## src/rtl/updown_seq_ctrl.sv

```systemverilog
// updown_seq_ctrl: rate-selectable count-enable tick generator and direction sequencer for an 8-bit up/down counter.
// Build macro SEQ_DWELL_EN adds a dwell pause of DWELL_TICKS tick periods at each auto-mode turn point.
module updown_seq_ctrl #(
    parameter int unsigned CLK_HZ      = 50_000_000,
    parameter int unsigned SLOW_HZ     = 2000,
    parameter int unsigned FAST_HZ     = 4000,
    parameter logic [7:0]  LIM_HI      = 8'hFF,
    parameter logic [7:0]  LIM_LO      = 8'h00,
    parameter int unsigned DWELL_TICKS = 4
) (
    input  logic       CLK50MHz,
    input  logic       RST,
    input  logic       S0,
    input  logic       S1,
    input  logic       AUTO,
    input  logic       START,
    input  logic       STOP,
    input  logic [7:0] CNT_Q,
    output logic       CNT_EN,
    output logic       CNT_UP,
    output logic       BUSY,
    output logic       AT_LIMIT
);

    localparam logic [23:0] DIV_SLOW_M1 = 24'(CLK_HZ / SLOW_HZ - 32'd1);
    localparam logic [23:0] DIV_FAST_M1 = 24'(CLK_HZ / FAST_HZ - 32'd1);

    if ((DWELL_TICKS < 32'd1) || (DWELL_TICKS > 32'd65536) ||
        (CLK_HZ / SLOW_HZ < 32'd2) || (CLK_HZ / FAST_HZ < 32'd2) ||
        (CLK_HZ / SLOW_HZ >= 32'd16777216) || (CLK_HZ / FAST_HZ >= 32'd16777216) ||
        (LIM_HI <= LIM_LO)) begin : g_param_check
        $error("updown_seq_ctrl: illegal parameter set");
    end

    typedef enum logic [1:0] {
        ST_IDLE   = 2'd0,
        ST_RUN_UP = 2'd1,
        ST_RUN_DN = 2'd2
`ifdef SEQ_DWELL_EN
        ,
        ST_DWELL  = 2'd3
`endif
    } state_t;

    state_t      state_q, state_d;
    logic [23:0] presc_q, presc_d;
    logic        s0_meta_q, s0_sync_q, s1_meta_q, s1_sync_q;
    logic        auto_q, auto_d;
    logic        chk_q, chk_d;
    logic        cnt_en_q, cnt_en_d;
    logic        cnt_up_q, cnt_up_d;
    logic        busy_q, busy_d;
    logic        at_limit_q, at_limit_d;
    logic [23:0] reload_s;
    logic        tick_s;
    logic        run_now_s, run_next_s;
`ifdef SEQ_DWELL_EN
    localparam logic [15:0] DWELL_M1 = 16'(DWELL_TICKS - 32'd1);
    logic [15:0] dwell_q, dwell_d;
`endif

    // Next-state, prescaler and output decode.
    always_comb begin
        state_d    = state_q;
        presc_d    = presc_q;
        auto_d     = auto_q;
        cnt_up_d   = cnt_up_q;
        at_limit_d = 1'b0;
        cnt_en_d   = 1'b0;
        tick_s     = 1'b0;
        reload_s   = s1_sync_q ? DIV_FAST_M1 : DIV_SLOW_M1;
`ifdef SEQ_DWELL_EN
        dwell_d    = dwell_q;
`endif

        // Rate select is only consulted at reload, so a running period is never cut short.
        if (state_q == ST_IDLE) begin
            presc_d = reload_s;
        end else if (presc_q == 24'd0) begin
            presc_d = reload_s;
            tick_s  = 1'b1;
        end else begin
            presc_d = presc_q - 24'd1;
        end

        case (state_q)
            ST_IDLE: begin
                if (START) begin
                    auto_d = AUTO;
                    if (AUTO || s0_sync_q) begin
                        state_d  = ST_RUN_UP;
                        cnt_up_d = 1'b1;
                    end else begin
                        state_d  = ST_RUN_DN;
                        cnt_up_d = 1'b0;
                    end
                end else begin
                    state_d = ST_IDLE;
                end
            end
            ST_RUN_UP, ST_RUN_DN: begin
                // chk_q marks the cycle after a tick, when CNT_Q already shows the new value.
                if (!chk_q) begin
                    state_d = state_q;
                end else if (!auto_q) begin
                    state_d  = s0_sync_q ? ST_RUN_UP : ST_RUN_DN;
                    cnt_up_d = s0_sync_q;
                end else if (((state_q == ST_RUN_UP) && (CNT_Q >= LIM_HI)) ||
                             ((state_q == ST_RUN_DN) && (CNT_Q <= LIM_LO))) begin
                    at_limit_d = 1'b1;
`ifdef SEQ_DWELL_EN
                    state_d    = ST_DWELL;
                    dwell_d    = DWELL_M1;
`else
                    state_d    = (state_q == ST_RUN_UP) ? ST_RUN_DN : ST_RUN_UP;
                    cnt_up_d   = (state_q != ST_RUN_UP);
`endif
                end else begin
                    state_d = state_q;
                end
            end
`ifdef SEQ_DWELL_EN
            ST_DWELL: begin
                if (!tick_s) begin
                    state_d = ST_DWELL;
                end else if (dwell_q == 16'd0) begin
                    state_d  = cnt_up_q ? ST_RUN_DN : ST_RUN_UP;
                    cnt_up_d = ~cnt_up_q;
                end else begin
                    dwell_d = dwell_q - 16'd1;
                end
            end
`endif
            default: begin
                state_d = ST_IDLE;
            end
        endcase

        if (STOP) begin
            state_d    = ST_IDLE;
            at_limit_d = 1'b0;
        end else begin
            state_d = state_d;
        end

        // A tick is only issued when both this and the next state are running states.
        run_now_s  = (state_q == ST_RUN_UP) || (state_q == ST_RUN_DN);
        run_next_s = (state_d == ST_RUN_UP) || (state_d == ST_RUN_DN);
        cnt_en_d   = tick_s && run_now_s && run_next_s;
        chk_d      = cnt_en_q && !STOP;
        busy_d     = (state_d != ST_IDLE);
    end

    // State, prescaler, switch synchronisers and registered outputs.
    always_ff @(posedge CLK50MHz) begin
        if (!RST) begin
            state_q    <= ST_IDLE;
            presc_q    <= DIV_SLOW_M1;
            s0_meta_q  <= 1'b0;
            s0_sync_q  <= 1'b0;
            s1_meta_q  <= 1'b0;
            s1_sync_q  <= 1'b0;
            auto_q     <= 1'b0;
            chk_q      <= 1'b0;
            cnt_en_q   <= 1'b0;
            cnt_up_q   <= 1'b1;
            busy_q     <= 1'b0;
            at_limit_q <= 1'b0;
`ifdef SEQ_DWELL_EN
            dwell_q    <= 16'd0;
`endif
        end else begin
            state_q    <= state_d;
            presc_q    <= presc_d;
            s0_meta_q  <= S0;
            s0_sync_q  <= s0_meta_q;
            s1_meta_q  <= S1;
            s1_sync_q  <= s1_meta_q;
            auto_q     <= auto_d;
            chk_q      <= chk_d;
            cnt_en_q   <= cnt_en_d;
            cnt_up_q   <= cnt_up_d;
            busy_q     <= busy_d;
            at_limit_q <= at_limit_d;
`ifdef SEQ_DWELL_EN
            dwell_q    <= dwell_d;
`endif
        end
    end

    assign CNT_EN   = cnt_en_q;
    assign CNT_UP   = cnt_up_q;
    assign BUSY     = busy_q;
    assign AT_LIMIT = at_limit_q;

endmodule
```

## config.mk

```make
export PLATFORM = sky130hd
export DESIGN_NAME = updown_seq_ctrl
export DESIGN_NICKNAME = d
export VERILOG_FILES = /design/src/rtl/updown_seq_ctrl.sv
export SDC_FILE = /design/constraint.sdc
export NUM_CORES = 1
export LEC_CHECK = 0
export ABC_CLOCK_PERIOD_IN_PS = 2400
export CAP_MARGIN = 40
export CORE_ASPECT_RATIO = 0.5
export CORE_MARGIN = 2
export CORE_UTILIZATION = 55
export DETAILED_ROUTE_END_ITERATION = 6
export GPL_TIMING_DRIVEN = 0
export MAX_ROUTING_LAYER = met4
export PLACE_DENSITY = 0.87
export SETUP_SLACK_MARGIN = 0.15
export SLEW_MARGIN = 20
export SYNTH_ARGS = -nofsm -noshare
export SYNTH_HDL_FRONTEND = slang
export SYNTH_SLANG_ARGS = --single-unit
```

## constraint.sdc

```tcl
create_clock -name CLK50MHz -period 2.4 [get_ports CLK50MHz]
set_clock_uncertainty 0.05 [all_clocks]
set_input_delay 0.24 -clock CLK50MHz [delete_from_list [all_inputs] [get_ports CLK50MHz]]
set_output_delay 0.24 -clock CLK50MHz [all_outputs]
set_load 0.02 [all_outputs]
```

==> impl_metrics.toml, run 1 <==
[logic_synthesis]
post_synthesis_average_cell_area_um2 = 9.05
number_of_nets_produced_by_synthesis = 217
synth_seq_area_share = 0.406
syn_inst_count = 196
netlist_top_cells_area = "sky130_fd_sc_hd__dfxtp_1 41%, sky130_fd_sc_hd__xnor2_1 4.9%, sky130_fd_sc_hd__nor2_1 4.9%"
yosys_register_bits = 36
ys_async_sr_fraction = 0
yosys_warnings = 0
synth.distinct_cells = 48
synth_top_area_share = 0.406
netlist_area_mm2 = 0.00177
number_of_flops_mapped_to_enable_cells_by_yosys = 0
synth_flop_type = "sky130_fd_sc_hd__dfxtp_1"
synth_largest_area_cell = "sky130_fd_sc_hd__dfxtp_1"

[cells_and_area]
final_core_utilization = 0.725
largest_register = "presc_q"
nNetsFinal = 245
antenna_diode_count = 0
largestRegisters = "presc_q: 24 flops, state_q: 2 flops"
synthesis_to_finish_area_growth_pct = 24.0
drive_gt1_frac = 0.161
largest_register_ffs = 24
final.fill_count = 217

[global_route]
antenna_found_initial = 0
maximum_number_of_pins_on_one_net_before_global_route_repair = 11
first_pass_grt_wire_length_mm = 6.71
globalRouteTotalUtil = 0.235
first_global_vias = 1506
gr-total-overflow = 0

[worst_hold_path]
worstHoldPathType = "reg -> reg"

[clocking]
clk_latency_ps = 290
cts_hold_buf = 0
cts.path.max_buffers = 2
tritoncts_clock_tree = "done"
numCtsBuffers = 5
clk_pin_slew_ps = 70
cts.htree.levels = 2
cts_sinks = 36
ctsRootBufferMaster = "sky130_fd_sc_hd__clkbuf_8"

[timing]
post-route-min-period_ps = 2230
report.final.setup_viol = 0
fin_hold_ws_ps = 379
fin_crit_sh = 0.929
report.final.slew_viol_count = 0
grt_setup_unrepaired = "no"
worstMarginPinSlew_ps = 1080
setup_tns_ps = 0
timing.slew.headroom = 0.272
final-hold-violation-count = 0
fmax_mhz = 449

[floorplanning]
floorplan.die.height_um = 44.1
rows = 14
floorplan.core_area_mm2 = 0.00303
dieWidth_um = 84.3
start_util = 0.585
die_area_mm2 = 0.00372
ios = 19

[routing]
initialDrtViolationCount = 109
drt_pass1_iterations = 5
routed_wire_length_per_instance_um = 15.6
drcViolationCount = 0
ant_nets = 0
vias = 1570
viasPerCell = 5.95
finalWirelength_mm = 4.12

[placed_design]
gpl.final_weighted_congestion = 0.848
hpwl_mm = 2.75
io_buffers = 18

[setup_path]
worst-endpoint-required_ps = 2570
end_kind = "flop"
worst_ep_arrival_time_ps = 2400
worst_setup_path_start_kind = "flop"
setup_crit_path_kind = "reg -> reg"
path_max_fanout = 5

[outcome]
outcome = "complete, no violations"

[power_and_ir_drop]
pd_cells_mw_per_mm2 = 543
p_leak_nw = 0.738
maximum_vdd_drop_mv = 0.374

[flow_run]
max_cap_violations = 0
[synth_stat cells, drive strengths merged (3+ instances only)]
master and count:
a21oi 10, a31oi 4, and2 5, clkbuf 3, dfxtp 36, ha 6, inv 6, nand2 20
nand3 5, nand4b 3, nor2 23, nor2b 6, nor3 5, nor4 6, o31ai 3, or4 8
xnor2 10, xor2 7
[routing by layer]
metal / GRT usage / up-vias / part of all wire
met1: 0.278 / 748 / 0.44
met3: 0.0560 / 9 / 0.058
met2: 0.410 / 47 / 0.49
met5: - / - / 0
li1: - / 766 / -
met4: 0.0710 / 0 / 0.017
[power breakdown]
part           internal (mW)  switching, mW  total [mW]
logic                 0.0546         0.0519       0.107
clock network          0.256          0.208       0.464
registers              0.610         0.0129       0.623
total                  0.920          0.273        1.19
[worst max-delay path: stages, from the launching register on]
cell	delay, ps
sky130_fd_sc_hd__dfxtp_2	340
sky130_fd_sc_hd__inv_2	70
sky130_fd_sc_hd__ha_4	130
sky130_fd_sc_hd__or4b_4	510
sky130_fd_sc_hd__nor4_4	310
sky130_fd_sc_hd__buf_6	180
sky130_fd_sc_hd__nand2_2	80
sky130_fd_sc_hd__or3_1	340
sky130_fd_sc_hd__a21oi_1	150
[stage by stage]
step / instances / area, um^2 / power [mW] / setup WS [ps]
after floorplan: 196 / 1770 / 0.687 / 285
after global placement: 254 / 2000 / 0.730 / 111
after detailed placement: 254 / 2000 / 0.733 / 79.8
after CTS: 261 / 2120 / 1.19 / 130
after global routing: 264 / 2200 / 1.23 / 78.7
final: 264 / 2200 / 1.19 / 171
[worst paths after layout]
kind,from,cells past startpoint,endpoint,slack [ps]
max,presc_q[0],8,presc_q[20],170
min reg2reg,presc_q[0],1,presc_q[0],380
min,presc_q[0],1,presc_q[0],380
max reg2reg,presc_q[0],8,presc_q[20],170
[cells by family (layout without fill, tap and decap cells)]
logic type | Yosys count | count (layout) | synth area share
multiplexers | 1 | 1 | 0.00565
flip-flops | 36 | 36 | 0.406
XOR/XNOR | 17 | 17 | 0.0840
buffers and inverters | 9 | 37 | 0.0191
AO/OA/AOI/OAI | 32 | 32 | 0.128
adder cells (fa/ha/maj) | 6 | 6 | 0.0423
AND/OR/NAND/NOR | 95 | 95 | 0.315
[layout make-up]
type / instances / area [um^2] / share of cell area
clock buffer: 7 / 96.3 / 0.0438
multi-input combinational: 151 / 1080 / 0.493
buffer: 3 / 11.3 / 0.00512
tap: 40 / 50.0 / 0.0228
inverter: 6 / 22.5 / 0.0102
sequential: 36 / 727 / 0.331
timing repair buffer: 21 / 206 / 0.0939
[timing repair]
action | 4_1_cts | 5_1_grt
gates resized for setup | 4 | 17
buffers inserted | 0 | 3
pin swaps | 0 | 2
gates cloned | 0 | 0
endpoints found under the setup margin | 8 | 20
[cells in the final DEF (no fill, tap or decap), types with 5 or more instances in the layout]
| master | count |
|---|---|
| sky130_fd_sc_hd__clkbuf_8 | 7 |
| sky130_fd_sc_hd__and2_1 | 5 |
| sky130_fd_sc_hd__nor2b_1 | 6 |
| sky130_fd_sc_hd__xnor2_1 | 10 |
| sky130_fd_sc_hd__nand3_1 | 5 |
| sky130_fd_sc_hd__nor2_1 | 21 |
| sky130_fd_sc_hd__dfxtp_1 | 33 |
| sky130_fd_sc_hd__a21oi_1 | 8 |
| sky130_fd_sc_hd__clkdlybuf4s50_1 | 18 |
| sky130_fd_sc_hd__xor2_1 | 7 |
| sky130_fd_sc_hd__nor4_1 | 5 |
| sky130_fd_sc_hd__nand2_1 | 18 |
Power figures use the tool's default switching activity.
==> run 2, diff against run 1 <==
ABC_CLOCK_PERIOD_IN_PS = 2850   (was 2400)
clock period = 2.85 ns   (was 2.4 ns; I/O delays follow)
==> impl_metrics.toml, run 2 (synthesis gave the netlist of run 1 again) <==
[cells_and_area]
largest_register = "presc_q"
nNetsFinal = 242
final_core_utilization = 0.693
synthesis_to_finish_area_growth_pct = 18.4
antenna_diode_count = 0
mostFrequentLayoutCell = "sky130_fd_sc_hd__dfxtp_1"
largest_register_ffs = 24
drive_gt1_frac = 0.0860
largestRegisters = "presc_q: 24 flops, state_q: 2 flops"
final_cell_mix = "36 x sky130_fd_sc_hd__dfxtp_1, 23 x sky130_fd_sc_hd__nor2_1, 19 x sky130_fd_sc_hd__nand2_1"

[timing]
fmax_mhz = 422
grt_setup_unrepaired = "no"
fin_crit_sh = 0.832
setup_tns_ps = 0
final-hold-violation-count = 0
post-route-min-period_ps = 2370
report.final.setup_viol = 0
timing.slew.headroom = 0.610
report.final.slew_viol_count = 0
worstMarginPinSlew_ps = 580

[setup_path]
cp_top_family = "simple AND/OR/NAND/NOR gates"
timing.critical_path.slowest_stage_cell = "sky130_fd_sc_hd__or4b_4"
cp_slowest_stage_delay_ps = 530
worst_setup_path_start_kind = "flop"
cp_common_cell = "sky130_fd_sc_hd__a31oi_1"
path_max_fanout = 6
worst_ep_arrival_time_ps = 2480
worst_setup_path_startpoint = "presc_q[0]"
worst-path-buf-inv = 1
setup_crit_path_kind = "reg -> reg"
crit_path_cell_trace = "inv_1, ha_1, or4b_4, nor4_4, a31oi_1, a21oi_1, a31oi_1"
end_kind = "flop"
timing.critical_path.to = "presc_q[4]"
worst-endpoint-required_ps = 2960
worst_r2r_endpoint = "presc_q[4]"
path_depth = 7
reg2reg_setup_slack_ps = 480
r2r-start = "presc_q[0]"
worst-r2r-cell-count = 7

[routing]
routed_wire_length_per_instance_um = 14.5
viasPerCell = 5.85
finalWirelength_mm = 3.78
vias = 1526
drcViolationCount = 0
initialDrtViolationCount = 73
ant_nets = 0
drt_pass1_iterations = 4

[power_and_ir_drop]
maximum_vdd_drop_mv = 0.269
p_leak_nw = 0.726
pd_cells_mw_per_mm2 = 473

[floorplanning]
die_area_mm2 = 0.00372
start_util = 0.585
floorplan.core_area_mm2 = 0.00303
rows = 14
floorplan.die.height_um = 44.1
dieWidth_um = 84.3
ios = 19

[clocking]
numCtsBuffers = 5
cts_post_setup_buffers_inserted = 0
clk_pin_slew_ps = 70
tritoncts_clock_tree = "done"
clk_latency_ps = 280
cts_sinks = 36
ctsRootBufferMaster = "sky130_fd_sc_hd__clkbuf_8"
cts.htree.levels = 2
cts.path.max_buffers = 2
cts.repair.resized = 0
cts_hold_buf = 0

[flow_run]
max_cap_violations = 0

[global_route]
antenna_found_initial = 0
gr-total-overflow = 0
first_global_vias = 1489
maximum_number_of_pins_on_one_net_before_global_route_repair = 11
globalRouteTotalUtil = 0.233
first_pass_grt_wire_length_mm = 6.64

[outcome]
outcome = "complete, no violations"

[worst_hold_path]
worstHoldPathType = "reg -> reg"

[placed_design]
gpl.final_weighted_congestion = 0.848
io_buffers = 18
hpwl_mm = 2.75
==> run 2: how the worst min path moves through the flow <==
stage	from	endpoint	slack (ps)	depth (start not counted)
CTS	presc_q[0]	presc_q[0]	380	1
finish	presc_q[0]	presc_q[0]	370	1
global route	presc_q[0]	presc_q[0]	400	1
detailed placement	presc_q[0]	presc_q[0]	370	1
floorplan	presc_q[0]	presc_q[0]	340	1
global placement	presc_q[0]	presc_q[0]	350	1
==> run 2: per-layer routing <==
| layer | vias up | GRT usage | wire length (um) | part of all wire |
|---|---|---|---|---|
| met5 | - | - | 0 | 0 |
| met4 | 0 | 0.0710 | 40 | 0.011 |
| met3 | 7 | 0.0560 | 159 | 0.042 |
| met2 | 33 | 0.405 | 1810 | 0.48 |
| met1 | 729 | 0.275 | 1770 | 0.47 |
| li1 | 757 | - | - | - |
==> run 2: cell type report <==
type,count,area (um^2)
multi-input cells,151,1020
flip-flops and latches,36,721
plain buffers,3,11.3
well taps,40,50.0
inverters,6,22.5
fillers,239,931
repair buffers,18,180
clock buffers,7,96.3
==> run 2: where the power goes <==
group | switching, mW | internal, mW | total [mW]
Combinational | 0.0400 | 0.0423 | 0.0823
Sequential | 0.0102 | 0.514 | 0.525
Clock | 0.172 | 0.215 | 0.387
==> run 2: through the flow <==
step | instance area [um^2] | instances | setup WS (ps) | power, mW | hold WS [ps]
after detailed placement | 2000 | 254 | 489 | 0.617 | 366
final | 2100 | 261 | 479 | 0.994 | 372
after CTS | 2100 | 261 | 512 | 1.00 | 382
after global placement | 2000 | 254 | 561 | 0.615 | 345
after global routing | 2100 | 261 | 326 | 1.03 | 399
after floorplan | 1770 | 196 | 735 | 0.578 | 335
==> run 2: worst register-to-register path, stage by stage (launching register included) <==
cell and delay, ps:
sky130_fd_sc_hd__dfxtp_1 340, sky130_fd_sc_hd__inv_1 60, sky130_fd_sc_hd__ha_1 180, sky130_fd_sc_hd__or4b_4 530
sky130_fd_sc_hd__nor4_4 340, sky130_fd_sc_hd__a31oi_1 310, sky130_fd_sc_hd__a21oi_1 350, sky130_fd_sc_hd__a31oi_1 80
